`src/rtl/adc_scan_sequencer.sv`:
```
// adc_scan_sequencer
//   Scans ADC channels 0..NUM_CH-1 through an ADC0808-style converter. For
//   each channel it sets the address, pulses START/ALE, waits for EOC to fall
//   and rise again, pulses OE to read the result, and stores the value in a
//   per-channel register.
//
// Optional feature:
//   ADC_SCAN_AVG_EN - when defined, every channel is converted four times and
//   the truncated mean (sum >> 2) is stored.
//
// Ports:
//   clk, reset          system clock, asynchronous active-high reset
//   enable              keep scanning while high
//   eoc                 ADC end-of-conversion (asynchronous to clk)
//   adc_data[7:0]       ADC output bus
//   start, ale, oe      ADC control strobes
//   add_a/add_b/add_c   channel address, LSB..MSB
//   rd_ch[2:0]          readback channel select
//   rd_data[7:0]        stored sample of rd_ch (00 for rd_ch >= NUM_CH)
//   smp_valid           one-cycle pulse when a sample is stored
//   smp_ch, smp_data    channel and value being stored
//   busy                sequencer is not idle
//   timeout_err         sticky flag, set when EOC never arrives
//   clr_err             clears timeout_err (a new timeout takes priority)
module adc_scan_sequencer #(
  parameter int NUM_CH      = 4,
  parameter int SETTLE_CYC  = 8,
  parameter int PULSE_CYC   = 4,
  parameter int TIMEOUT_CYC = 4096
) (
  input  logic       clk,
  input  logic       reset,
  input  logic       enable,
  input  logic       eoc,
  input  logic [7:0] adc_data,
  output logic       start,
  output logic       ale,
  output logic       oe,
  output logic       add_a,
  output logic       add_b,
  output logic       add_c,
  input  logic [2:0] rd_ch,
  output logic [7:0] rd_data,
  output logic       smp_valid,
  output logic [2:0] smp_ch,
  output logic [7:0] smp_data,
  output logic       busy,
  output logic       timeout_err,
  input  logic       clr_err
);

  // One shared cycle counter serves the settle, pulse and timeout intervals,
  // so it is sized for the longest of them.
  localparam int MAX_SP  = (SETTLE_CYC > PULSE_CYC) ? SETTLE_CYC : PULSE_CYC;
  localparam int MAX_ALL = (TIMEOUT_CYC > MAX_SP) ? TIMEOUT_CYC : MAX_SP;
  localparam int CW      = $clog2(MAX_ALL + 1);

  localparam logic [CW-1:0] SETTLE_LAST = CW'(SETTLE_CYC - 1);
  localparam logic [CW-1:0] PULSE_LAST  = CW'(PULSE_CYC - 1);
  localparam logic [CW-1:0] TMO_LAST    = CW'(TIMEOUT_CYC - 1);
  localparam logic [2:0]    LAST_CH     = 3'(NUM_CH - 1);

  typedef enum logic [2:0] {
    IDLE, ADDR, START, WAIT_LO, WAIT_HI, READ, STORE
  } state_t;

  state_t          state, next_state;
  logic [CW-1:0]   cnt;
  logic [2:0]      ptr;
  logic [2:0]      next_ptr;
  logic [2:0]      addr;
  logic [7:0]      cap;
  logic [7:0]      regs [8];
  logic            eoc_meta, eoc_sync;
  logic            tmo_hit;
  logic            read_last;

`ifdef ADC_SCAN_AVG_EN
  logic [9:0]      acc;
  logic [1:0]      conv;
  logic [9:0]      acc_sum;
  assign acc_sum = acc + {2'b00, adc_data};
`endif

  assign next_ptr  = (ptr == LAST_CH) ? 3'd0 : ptr + 3'd1;
  assign read_last = (state == READ) && (cnt == PULSE_LAST);

  // Two-flop synchronizer for the asynchronous EOC line.
  always_ff @(posedge clk or posedge reset) begin
    if (reset) begin
      eoc_meta <= 1'b0;
      eoc_sync <= 1'b0;
    end else begin
      eoc_meta <= eoc;
      eoc_sync <= eoc_meta;
    end
  end

  // State register.
  always_ff @(posedge clk or posedge reset) begin
    if (reset) state <= IDLE;
    else       state <= next_state;
  end

  // Next-state logic. A wait that runs out of time bypasses STORE and moves
  // straight on to the next channel.
  always_comb begin
    next_state = state;
    tmo_hit    = 1'b0;
    case (state)
      IDLE:    if (enable) next_state = ADDR;
      ADDR:    if (cnt == SETTLE_LAST) next_state = START;
      START:   if (cnt == PULSE_LAST) next_state = WAIT_LO;
      WAIT_LO: begin
        if (!eoc_sync) next_state = WAIT_HI;
        else if (cnt == TMO_LAST) begin
          tmo_hit    = 1'b1;
          next_state = enable ? ADDR : IDLE;
        end
      end
      WAIT_HI: begin
        if (eoc_sync) next_state = READ;
        else if (cnt == TMO_LAST) begin
          tmo_hit    = 1'b1;
          next_state = enable ? ADDR : IDLE;
        end
      end
      READ: begin
`ifdef ADC_SCAN_AVG_EN
        if (read_last) next_state = (conv == 2'd3) ? STORE : ADDR;
`else
        if (read_last) next_state = STORE;
`endif
      end
      STORE:   next_state = enable ? ADDR : IDLE;
      default: next_state = IDLE;
    endcase
  end

  // Output decode. The address is held for the whole conversion and is
  // forced to zero only while idle.
  always_comb begin
    start     = 1'b0;
    ale       = 1'b0;
    oe        = 1'b0;
    smp_valid = 1'b0;
    smp_ch    = 3'd0;
    smp_data  = 8'h00;
    addr      = 3'd0;
    busy      = (state != IDLE);
    case (state)
      ADDR, WAIT_LO, WAIT_HI: addr = ptr;
      START: begin
        addr  = ptr;
        start = 1'b1;
        ale   = 1'b1;
      end
      READ: begin
        addr = ptr;
        oe   = 1'b1;
      end
      STORE: begin
        addr      = ptr;
        smp_valid = 1'b1;
        smp_ch    = ptr;
        smp_data  = cap;
      end
      default: ;
    endcase
  end

  assign add_a = addr[0];
  assign add_b = addr[1];
  assign add_c = addr[2];

  // Datapath: interval counter (restarted on every state change), channel
  // pointer, capture register, channel registers and the sticky error flag.
  always_ff @(posedge clk or posedge reset) begin
    if (reset) begin
      cnt         <= '0;
      ptr         <= 3'd0;
      cap         <= 8'h00;
      timeout_err <= 1'b0;
      for (int i = 0; i < 8; i++) regs[i] <= 8'h00;
`ifdef ADC_SCAN_AVG_EN
      acc         <= 10'd0;
      conv        <= 2'd0;
`endif
    end else begin
      if (state != next_state || state == IDLE) cnt <= '0;
      else                                      cnt <= cnt + 1'b1;

      if (state == STORE || tmo_hit) ptr <= next_ptr;

      if (state == STORE) regs[ptr] <= cap;

      if (tmo_hit)      timeout_err <= 1'b1;
      else if (clr_err) timeout_err <= 1'b0;

`ifdef ADC_SCAN_AVG_EN
      // A timeout in any of the four conversions throws the partial sum away.
      if (tmo_hit) begin
        acc  <= 10'd0;
        conv <= 2'd0;
      end else if (read_last) begin
        if (conv == 2'd3) begin
          cap  <= acc_sum[9:2];
          acc  <= 10'd0;
          conv <= 2'd0;
        end else begin
          acc  <= acc_sum;
          conv <= conv + 2'd1;
        end
      end
`else
      if (read_last) cap <= adc_data;
`endif
    end
  end

  // Combinational readback; unused channel slots read as zero.
  always_comb begin
    rd_data = 8'h00;
    if (int'(rd_ch) < NUM_CH) rd_data = regs[rd_ch];
  end

endmodule

```
`config.mk`:
```
export PLATFORM = sky130hd
export DESIGN_NAME = adc_scan_sequencer
export DESIGN_NICKNAME = d
export VERILOG_FILES = /design/src/rtl/adc_scan_sequencer.sv
export SDC_FILE = /design/constraint.sdc
export NUM_CORES = 1
export LEC_CHECK = 0
export ABC_AREA = 1
export BUFFER_PORTS_ARGS = -buffer_cell sky130_fd_sc_hd__buf_2
export CAP_MARGIN = 20
export CORE_MARGIN = 1
export CORE_UTILIZATION = 50
export CTS_CLUSTER_SIZE = 12
export DETAILED_ROUTE_END_ITERATION = 12
export GPL_ROUTABILITY_DRIVEN = 0
export PLACE_DENSITY = 0.71
export RECOVER_POWER = 25
export SYNTH_ARGS = -nofsm -noshare
export SYNTH_HDL_FRONTEND = slang
export SYNTH_SLANG_ARGS = --single-unit
```
`constraint.sdc`:
```
create_clock -name clk -period 3.1 [get_ports clk]
set_input_delay 0.31 -clock clk [delete_from_list [all_inputs] [get_ports clk]]
set_output_delay 0.31 -clock clk [all_outputs]
set_load 0.05 [all_outputs]
```
# Word-level counts from Yosys, hierarchy flattened
# Cells that the tools add are included.
# op_classes
addsub	2
order_cmp	4
n_eq_ne	11
mux	30
bitwise	2
n_reduce_logical	8
# ops
cell	n
$bwmux 64	1
$mux 8	5
$mux 3	10
$bmux 8 s3	1
$demux 8 s3	1
$pmux 3 s7	1
$add 13x1->13 const B	1
$eq 13x12->1 const B	1
$eq 13x2->1 const B	1
$eq 13x3->1 const B	1
$mux 13	1
$eq 3x2->1 const B	3
$eq 3x3->1 const B	3
$mux 1	9
$ge 4x4->1 const B	2
$not 3->4	2
$reduce_or 6->1	1
$lt 4x1->1 const B	1
$add 3x1->3 const B	1
$eq 3x1->1 const B	1
$logic_not 3->1	1
$lt 3x3->1 const B	1
$ne 3x3->1	1
$reduce_bool 3->1	1
other kinds (4)	6
# word_totals
ff_bits	94
in_bits	16
out_inout_bits	28
wordCells	72

# Logic depth before layout (Yosys ltp)
# Gate-level depths: netlist of run 1.
# logic_depth
depth_word	7
mapped_depth	13

# Least setup slack after synthesis of run 1
# No wires, ideal clock.
# synth_path
path_type	reg-to-reg
from	register state[0]
to	register regs[32] in the netlist's numbering
arrival_ns	2.226
setup_slack_ns	0.743
path_stages_with_launch	9
path_buffers	1
synth_period_minus_slack_ns	2.357
path_cell_list	dfrtp_1 inv_1 ha_1 nand2_1 nor2_1 nand2_1 clkbuf_1 nand2_1 o21ai_0
# synth_via
elab_chain_cells	1
# synth_lines
element	line_no	rtl
start: declaration	67	state_t state, next_state;
start signal: assignment	102	else state <= next_state;
$eq 3x3->1	195	if (state == STORE) regs[ptr] <= cap;
end signal: indexed assignment	195	
end: declaration	73	logic [7:0] regs [8];
# Every way passes these cells.
# A chain may end at the register's enable or synchronous reset.

# Final worst setup path of run 1
# layout_path
from	register state[0]
to	register cnt[0]
# layout_via
elab_chain_cells	7
word_cells_on_any_way	19
cone_classes	7 x eq/ne; 9 x mux; 3 x reduce/logical
# layout_lines
element	line_no	rtl
$eq 3x3->1	86, 110	
$logic_and 1x1->1	86	assign read_last = (state == READ) && (cnt == PULSE_LAST);
$mux 3	132	if (read_last) next_state = STORE;
$pmux 3 s7 (*)	110	case (state)
net next_state[0]	67	
$ne 3x3->1 (*)	190	if (state != next_state || state == IDLE) cnt <= '0;
$logic_or 1x1->1 (*)	190	
$mux 13 (*)	190	
end signal: assignment	191	else cnt <= cnt + 1'b1;
end: declaration	68	logic [CW-1:0] cnt;
# Mark *: on every way through the listed nets, which the timed path passes. The rest lies on a longest branch.

==> results of run 1 <==
-- registers in the layout, indices dropped and copies added, names as in the netlist --
register / cells
eoc_sync: 1
ptr: 3
eoc_meta: 1
state: 3
timeout_err: 1
regs: 32
cnt: 13
cap: 8
-- cell families (layout without fill, tap and decap cells) --
kind of cell	after synthesis	in the layout	synth area share [%]
AOI/OAI and AO/OA	75	75	12.0
xor gates and xnor gates	11	11	2.97
adders and majority gates	6	6	2.31
buffers and inverters	52	98	6.86
DFF	62	62	47.8
and+or+nand+nor	186	186	28.1
-- Yosys cell counts (2+ instances only) --
library cell and number:
ha_1 6, clkbuf_1 9, nand3_4 2, nor3_1 3, xnor2_1 4, nor2_1 57, nor3_2 10, o21ai_0 61
o21ai_2 2, inv_2 4, nand4_1 3, buf_6 3, nand2_1 78, nor2_2 2, inv_1 33, or2_2 2
nand2_4 2, xor2_1 7, dfrtp_1 62, nand2_2 11, nand3_2 3, a21oi_1 10, nand3_1 7
-- final cells by class --
type / instances / area share, %
sequential: 62 / 42.0
clock inverter: 6 / 1.93
clock buffer: 10 / 3.73
inverter: 37 / 3.76
tap: 75 / 2.54
multi-input combinational: 278 / 39.9
timing repair buffer: 45 / 6.13
-- worst max path at each step --
stage | startpoint | endpoint | slack (ns) | depth (start not counted)
after floorplan | state[0] | regs[32] | 0.74 | 8
after global placement | state[0] | cnt[1] | 0.88 | 11
after detailed placement | state[0] | cnt[0] | 0.66 | 11
after CTS | state[0] | cnt[0] | 0.58 | 11
after global routing | state[0] | cnt[0] | 0.43 | 11
final | state[0] | cnt[0] | 0.63 | 11
-- metal layers --
| layer | wire length, um | vias to the layer above | part of all wire, % |
|---|---|---|---|
| li1 | - | 1335 | - |
| met1 | 3330 | 1237 | 48 |
| met2 | 3240 | 58 | 47 |
| met3 | 258 | 10 | 3.7 |
| met4 | 101 | 0 | 1.5 |
| met5 | 0 | - | 0 |
-- power by group --
part | switching, uW | internal [uW]
Clock | 329 | 397
Combinational | 757 | 279
Sequential | 112 | 966
Total | 1200 | 1640
-- through the flow --
stage	instances	util, %
final	513	60.6
after global routing	513	60.6
after CTS	513	60.6
after detailed placement	497	57.2
after global placement	497	57.2
after floorplan	392	-
==> flow_metrics.py, run 1 <==
metrics = {
    "sta": {
        "max-slew-margin-rel_pct": 21.1,
        "period_needed_ns": 2.47,
        "rsz0062_at_grt": "false",
        "finClkSkew_ns": 0.0101,
        "slew_viol_final": 0,
        "fmax_ghz": 0.405,
        "hold_ws_ns": 0.0782,
        "tns_ns": 0,
        "finalHoldViolCount": 0,
        "fin_crit_sh_pct": 79.6,
        "fin_ws_ns": 0.631,
        "setup_viol": 0,
        "worst_slew_pin_slew_ns": 1.18,
    },
    "global_routing": {
        "antenna_found_initial": 0,
        "top_usage_layer": "met2",
        "met1_usage_pct": 31.6,
        "met2_usage_pct": 35.5,
        "overflow": 0,
        "grt_usage_pct": 22.8,
        "grt_max_degree": 33,
        "grt_pass1_wl_mm": 11.6,
        "grtUsageMet3_pct": 4.29,
        "grt_pass1_vias": 2474,
    },
    "yosys": {
        "ys_types": 34,
        "netlist_instances": 392,
        "synth-edff-count": 0,
        "async_reset_ff_share_pct": 100,
        "synth_area_leader_cell": "dfrtp_1",
        "ys_dominant_reg_cell": "dfrtp_1",
        "synth_fp_nets": 414,
        "postSynthAreaPerCell_um2": 8.28,
        "yosysTopAreaCellShare_pct": 47.8,
        "synth_warnings": 0,
        "synth_area_leaders": "dfrtp_1, o21ai_0, nand2_1, nor2_1, inv_1",
        "syn_area_um2": 3250,
        "synth_seq_cells": 62,
        "seq_area_frac_synth_pct": 47.8,
    },
    "critical_path": {
        "crit_fanout": 15,
        "crit_family": "simple AND/OR/NAND/NOR gates",
        "worstPathRequired_ns": 3.33,
        "r2r_setup_slack_ns": 0.63,
        "r2r-end": "cnt[0]",
        "reg2reg_depth": 11,
        "critPathBufInv": 1,
        "rr_startpoint": "state[0]",
        "critPathSlowestCell": "dfrtp_1",
        "end_kind": "flop",
        "cpMostUsedCell": "nand2_1",
        "arrival_ns": 2.70,
        "path_cells": "inv_1 -> ha_1 -> nand2_1 -> nand2_1 -> nand2_1 -> o211ai_1 -> a21oi_2 -> nand3_2 -> nand2_2 -> nand2_2 -> nor3_1",
        "path_class": "reg -> reg",
        "worst_path_largest_cell_delay_ns": 0.45,
        "cp-start-kind": "flop",
    },
    "drt": {
        "wirelength_mm": 6.93,
        "route.detailed.drc": 0,
        "first_pass_iters": 4,
        "viasPerCell": 5.15,
        "drtAntennaViolNets": 0,
        "drtIter0Drc": 133,
        "post_drt_wl_per_cell_um": 13.5,
        "vias": 2640,
    },
    "finish": {
        "diodes": 0,
        "regArea_um2": 1550,
        "drive_above_1_share_pct": 23.1,
        "stdcell_area_um2": 3690,
        "nNetsFinal": 455,
        "final_common_cell": "nand2_1",
        "area_growth_pct": 13.7,
        "multi_input_area_um2": 1470,
        "nFillCells": 570,
        "final_cell_mix": "nand2_1, dfrtp_1, o21ai_0, nor2_1, buf_2",
    },
    "clock_network": {
        "cts_setup_buffers": 0,
        "hold_buffers": 0,
        "clock_sinks": 62,
        "clk_pin_slew_ns": 0.07,
        "cts_tree": "done",
        "numCtsBuffers": 9,
        "cts_resized": 0,
        "clockRootBuffer": "clkbuf_8",
        "clk_path_buf_depth": 2,
        "htree_levels": 3,
        "clock_latency_ns": 0.34,
    },
    "die": {
        "start_util_pct": 53.3,
        "die_width_um": 82.6,
        "die_height_um": 82.6,
        "fp.dieArea_um2": 6820,
        "core_area_um2": 6100,
        "fp-row-count": 28,
        "io_pins": 44,
    },
    "placement": {
        "preCtsSetupSlack_ns": 0.663,
        "placed_cell_area_um2": 3490,
        "hpwl_mm": 4.84,
        "io_buffers": 43,
    },
    "job": {
        "max_cap_violations": 0,
    },
    "pwr": {
        "p_per_area_nw_per_um2": 769,
        "leakage_uw": 0.00185,
        "ir_drop_v": 0.000451,
        "total_power_uw": 2840,
    },
    "hold_path": {
        "min_to": "eoc_meta",
        "hp-class": "in -> reg",
        "hp-start": "eoc",
        "worstHoldPathCells": 1,
    },
    "outcome": {
        "status": "complete, no violations",
    },
}
Power figures use the tool's default switching activity.
==> inputs of run 2 (changes only) <==
--- a/config.mk
+++ b/config.mk
@@ -13,7 +13,7 @@
 export CTS_CLUSTER_SIZE = 12
 export DETAILED_ROUTE_END_ITERATION = 12
 export GPL_ROUTABILITY_DRIVEN = 0
-export PLACE_DENSITY = 0.71
+export PLACE_DENSITY = 0.74
 export RECOVER_POWER = 25
 export SYNTH_ARGS = -nofsm -noshare
 export SYNTH_HDL_FRONTEND = slang
==> constraint.sdc (replaced) <==
create_clock -name clk -period 2.2 [get_ports clk]
set_input_delay 0.22 -clock clk [delete_from_list [all_inputs] [get_ports clk]]
set_output_delay 0.22 -clock clk [all_outputs]
set_load 0.05 [all_outputs]
==> run 2 against run 1 <==
Register-to-register slack worse by 0.46 ns. First-iteration DRC count grew 62%. Critical path type is now reg -> out. Hold slack got worse by 0.019 ns.
==> flow_metrics.py, run 2 (synthesized netlist as in run 1, its figures left out) <==
metrics = {
    "critical_path": {
        "r2r_setup_slack_ns": 0.17,
        "worstPathRequired_ns": 1.98,
        "end_kind": "output pin",
        "path_class": "reg -> out",
        "crit_fanout": 5,
        "reg2reg_depth": 12,
        "rr_startpoint": "state[0]",
        "r2r-end": "cnt[0]",
        "cp-start-kind": "flop",
        "arrival_ns": 1.87,
    },
    "sta": {
        "setup_viol": 0,
        "period_needed_ns": 2.09,
        "rsz0062_at_grt": "false",
        "finalHoldViolCount": 0,
        "finClkSkew_ns": 0.0117,
        "worst_slew_pin_slew_ns": 1.39,
        "fin_crit_sh_pct": 95.0,
        "max-slew-margin-rel_pct": 7.56,
        "tns_ns": 0,
        "slew_viol_final": 0,
        "fmax_ghz": 0.478,
    },
    "pwr": {
        "p_seq_share_pct": 36.5,
        "p_sw_share_pct": 41.0,
        "switching_power_uw": 1700,
        "p_int_uw": 2450,
        "power_frac_clock_pct": 27.1,
        "p_per_area_nw_per_um2": 1100,
        "power_frac_comb_pct": 36.4,
        "leakage_uw": 0.00188,
        "ir_drop_v": 0.000720,
    },
    "drt": {
        "vias": 2657,
        "post_drt_wl_per_cell_um": 13.1,
        "route.detailed.drc": 0,
        "viasPerCell": 5.13,
        "first_pass_iters": 5,
        "drtIter0Drc": 216,
        "wirelength_mm": 6.80,
        "drtAntennaViolNets": 0,
    },
    "clock_network": {
        "clk_pin_slew_ns": 0.07,
        "cts_tree": "done",
        "clk_path_buf_depth": 2,
        "numCtsBuffers": 9,
        "clock_sinks": 62,
        "clock_latency_ns": 0.35,
        "clockRootBuffer": "clkbuf_8",
        "htree_levels": 3,
    },
    "die": {
        "core_area_um2": 6100,
        "start_util_pct": 53.3,
        "fp.dieArea_um2": 6820,
        "die_width_um": 82.6,
        "die_height_um": 82.6,
        "fp-row-count": 28,
        "io_pins": 44,
    },
    "finish": {
        "largest_reg_flops": 32,
        "multi_input_area_um2": 1490,
        "diodes": 0,
        "nNetsFinal": 460,
        "final_cell_mix": "nand2_1, dfrtp_1, o21ai_0, nor2_1, buf_2",
        "regArea_um2": 1550,
        "finalNonFillerCells": 518,
        "area_growth_pct": 16.0,
        "nFillCells": 547,
        "top_regs": "regs: 32 flops, cnt: 13 flops, cap: 8 flops",
        "final_common_cell": "nand2_1",
        "top_register": "regs",
        "drive_above_1_share_pct": 24.6,
    },
    "global_routing": {
        "overflow": 0,
        "antenna_found_initial": 0,
        "grt_pass1_wl_mm": 11.4,
        "grt_max_degree": 63,
        "grt_pass1_vias": 2337,
        "grt_usage_pct": 22.7,
    },
    "placement": {
        "io_buffers": 43,
        "place_inst": 500,
        "hpwl_mm": 4.64,
    },
    "job": {
        "max_cap_violations": 0,
    },
    "hold_path": {
        "min_to": "timeout_err",
        "worstHoldPathCells": 2,
        "hp-class": "in -> reg",
        "hp-start": "clr_err",
    },
    "outcome": {
        "status": "complete, no violations",
    },
}
-- run 2: worst max path at each step --
stage	from	depth (start not counted)	slack, ns	to
after detailed placement	state[1]	12	0.09	cnt[0]
after global routing	state[0]	7	0.001	add_a
after CTS	state[1]	12	0.07	cnt[0]
after global placement	state[1]	12	0.24	cnt[1]
final	state[0]	7	0.11	add_a
after floorplan	state[0]	8	0.14	regs[32]
-- run 2: repair_timing --
item / CTS / global route
endpoints found under the hold margin: 63 / 0
buffers inserted: 0 / 0
hold buffers: 2 / 0
endpoints found under the setup margin: 0 / 16
resized for setup: 0 / 5
-- run 2: final cells by class --
class | count | area share, %
multi-input cells | 278 | 39.5
repair buffers | 50 | 7.24
well taps | 75 | 2.49
clock buffers | 9 | 3.29
inverters | 37 | 3.69
flip-flops and latches | 62 | 41.2
clock inverters | 7 | 2.59
-- run 2: worst max-delay path, stage by stage (launching register included) --
cell and delay (ns):
dfrtp_1 0.45, inv_1 0.14, ha_1 0.24, nand2_1 0.14, nand3b_1 0.18, nand2_1 0.07
inv_1 0.06, buf_2 0.25
-- run 2: power groups by stage --
stage | Combinational, uW | Sequential (uW) | Clock [uW]
after floorplan | 1300 | 1480 | 0
after global placement | 1470 | 1520 | 0
after detailed placement | 1490 | 1530 | 0
after CTS | 1490 | 1510 | 1140
after global routing | 1670 | 1550 | 1190
final | 1510 | 1520 | 1120
-- run 2: routing by layer --
metal | vias up | track usage [%] | wire length [um]
li1 | 1340 | - | -
met1 | 1229 | 33.7 | 3390
met2 | 77 | 31.7 | 2960
met3 | 11 | 5.82 | 334
met4 | 0 | 8.62 | 120
met5 | - | 0 | 0
-- run 2: through the flow --
stage | setup WS, ns | power, uW | util [%] | hold WS [ns] | instance area [um^2]
2_1_floorplan | 0.144 | 2780 | - | 0.251 | 3250
6_report | 0.110 | 4150 | 61.8 | 0.0588 | 3760
3_5_place_dp | 0.0908 | 3020 | 57.9 | 0.316 | 3530
5_1_grt | 0.000985 | 4410 | 61.8 | 0.0804 | 3760
3_3_place_gp | 0.241 | 2990 | 57.9 | 0.315 | 3530
4_1_cts | 0.0710 | 4140 | 61.8 | 0.0458 | 3770
==> inputs of run 3 (changes only) <==
==> constraint.sdc (replaced) <==
create_clock -name clk -period 2.2 [get_ports clk]
set_input_delay 0.44 -clock clk [delete_from_list [all_inputs] [get_ports clk]]
set_output_delay 0.44 -clock clk [all_outputs]
set_load 0.05 [all_outputs]
==> run 3 against run 2 <==
Count of clock-buffer cells in the layout unchanged. Sequential share of layout area decreased by 1.6 points. Maximum frequency decreased by 1.0%. Clock skew increased by 0.00059 ns. Critical path type unchanged. Critical endpoint is now smp_data[3]. Highest routed layer unchanged.
==> flow_metrics.py, run 3 (synthesized netlist as in run 1, its figures left out) <==
metrics = {
    "pwr": {
        "total_power_uw": 4270,
        "p_per_area_nw_per_um2": 1090,
        "ir_drop_v": 0.000667,
        "leakage_uw": 0.00191,
    },
    "drt": {
        "wirelength_mm": 6.99,
        "drtAntennaViolNets": 0,
        "vias": 2690,
        "first_pass_iters": 4,
        "viasPerCell": 5.14,
        "drtIter0Drc": 195,
        "route.detailed.drc": 0,
        "post_drt_wl_per_cell_um": 13.4,
    },
    "finish": {
        "largest_reg_flops": 32,
        "area_growth_pct": 20.7,
        "nNetsFinal": 465,
        "final_cell_mix": "nand2_1, o21ai_0, dfrtp_1, nor2_1, inv_1",
        "top_regs": "regs: 32 flops, cnt: 13 flops, cap: 8 flops",
        "drive_above_1_share_pct": 28.6,
        "stdcell_area_um2": 3920,
        "top_register": "regs",
        "diodes": 0,
        "final_common_cell": "nand2_1",
    },
    "sta": {
        "fin_crit_sh_pct": 96.0,
        "finalHoldViolCount": 0,
        "max-slew-margin-rel_pct": 50.4,
        "slew_viol_final": 0,
        "fmax_ghz": 0.473,
        "hold_ws_ns": 0.206,
        "worst_slew_pin_slew_ns": 0.744,
        "period_needed_ns": 2.11,
        "tns_ns": 0,
        "setup_viol": 0,
        "finClkSkew_ns": 0.0123,
    },
    "clock_network": {
        "clk_path_buf_depth": 2,
        "clock_latency_ns": 0.35,
        "htree_levels": 3,
        "numCtsBuffers": 9,
        "clockRootBuffer": "clkbuf_8",
        "clock_sinks": 62,
        "clk_pin_slew_ns": 0.07,
        "cts_tree": "done",
    },
    "die": {
        "core_area_um2": 6100,
        "fp.dieArea_um2": 6820,
        "die_height_um": 82.6,
        "die_width_um": 82.6,
        "start_util_pct": 53.3,
        "io_pins": 44,
        "fp-row-count": 28,
    },
    "critical_path": {
        "r2r_setup_slack_ns": 0.23,
        "reg2reg_depth": 11,
        "path_cells": "inv_4 -> ha_1 -> nand2_1 -> buf_6 -> nor2_1 -> buf_6",
        "worstPathRequired_ns": 1.76,
        "r2r-end": "cnt[12]",
        "arrival_ns": 1.67,
        "critPathSlowestCell": "dfrtp_2",
        "rr_startpoint": "state[1]",
        "end_kind": "output pin",
        "path_class": "reg -> out",
        "cp-start-kind": "flop",
        "crit_fanout": 14,
        "crit_end": "smp_data[3]",
        "cpMostUsedCell": "buf_6",
        "worst_path_largest_cell_delay_ns": 0.46,
        "crit_start": "state[0]",
    },
    "placement": {
        "placed_cell_area_um2": 3590,
        "io_buffers": 43,
        "hpwl_mm": 4.87,
    },
    "global_routing": {
        "grt_usage_pct": 23.7,
        "grt_max_degree": 56,
        "overflow": 0,
        "antenna_found_initial": 0,
        "grt_pass1_vias": 2494,
        "grt_pass1_wl_mm": 11.7,
    },
    "job": {
        "max_cap_violations": 0,
    },
    "outcome": {
        "status": "complete, no violations",
    },
    "hold_path": {
        "hp-class": "in -> reg",
    },
}
-- run 3: metal layers --
metal | global-route usage, % | share of wire, % | vias to the layer above
met5 | 0 | 0 | -
met4 | 9.14 | 1.5 | 0
met3 | 5.60 | 4.6 | 10
met2 | 35.0 | 46 | 61
met1 | 33.5 | 48 | 1265
li1 | - | - | 1354
-- run 3: stage by stage --
step | instances | setup slack, ns | utilization [%]
after floorplan | 392 | 0.0201 | -
after detailed placement | 505 | 0.0528 | 59.0
after CTS | 522 | 0.00114 | 63.6
after global routing | 523 | -0.00619 | 64.3
after global placement | 505 | 0.206 | 59.0
final | 523 | 0.0879 | 64.3
-- run 3: layout make-up --
cell class              count  area (um^2)
multi-input cells         278         1530
inverters                  37          141
flip-flops and latches     62         1550
fillers                   528         2180
well taps                  75         93.8
repair buffers             55          373
clock buffers               9          124
clock inverters             7          103
-- run 3: critical path: cells and delay by family (launching register included) --
| kind | cells | cell delay, ns |
|---|---|---|
| buffers and inverters | 3 | 0.47 |
| flip-flops | 1 | 0.46 |
| AND/OR/NAND/NOR | 2 | 0.24 |
| adder cells (fa/ha/maj) | 1 | 0.17 |
-- run 3: report_power, final --
part           internal [uW]  leakage, uW  switching, uW
clock network            651     0.000111            486
logic                    496     0.000991           1120
registers               1360     0.000812            160
-- run 3: how the worst min path moves through the flow --
stage,startpoint,end,slack [ns],cells after the start
final,eoc,eoc_meta,0.21,1
after CTS,eoc,eoc_meta,0.19,1
after detailed placement,eoc_meta,eoc_sync,0.33,0
after global routing,eoc,eoc_meta,0.19,1
after global placement,eoc_meta,eoc_sync,0.34,0
after floorplan,eoc_meta,eoc_sync,0.33,0
-- run 3: repair_timing --
action                     4_1_cts  5_1_grt
setup endpoints to repair       15       26
setup buffers                    0        1
hold buffers                     1        0
resized for setup               19       14
pin swaps                        0        1
hold endpoints to repair         7        0
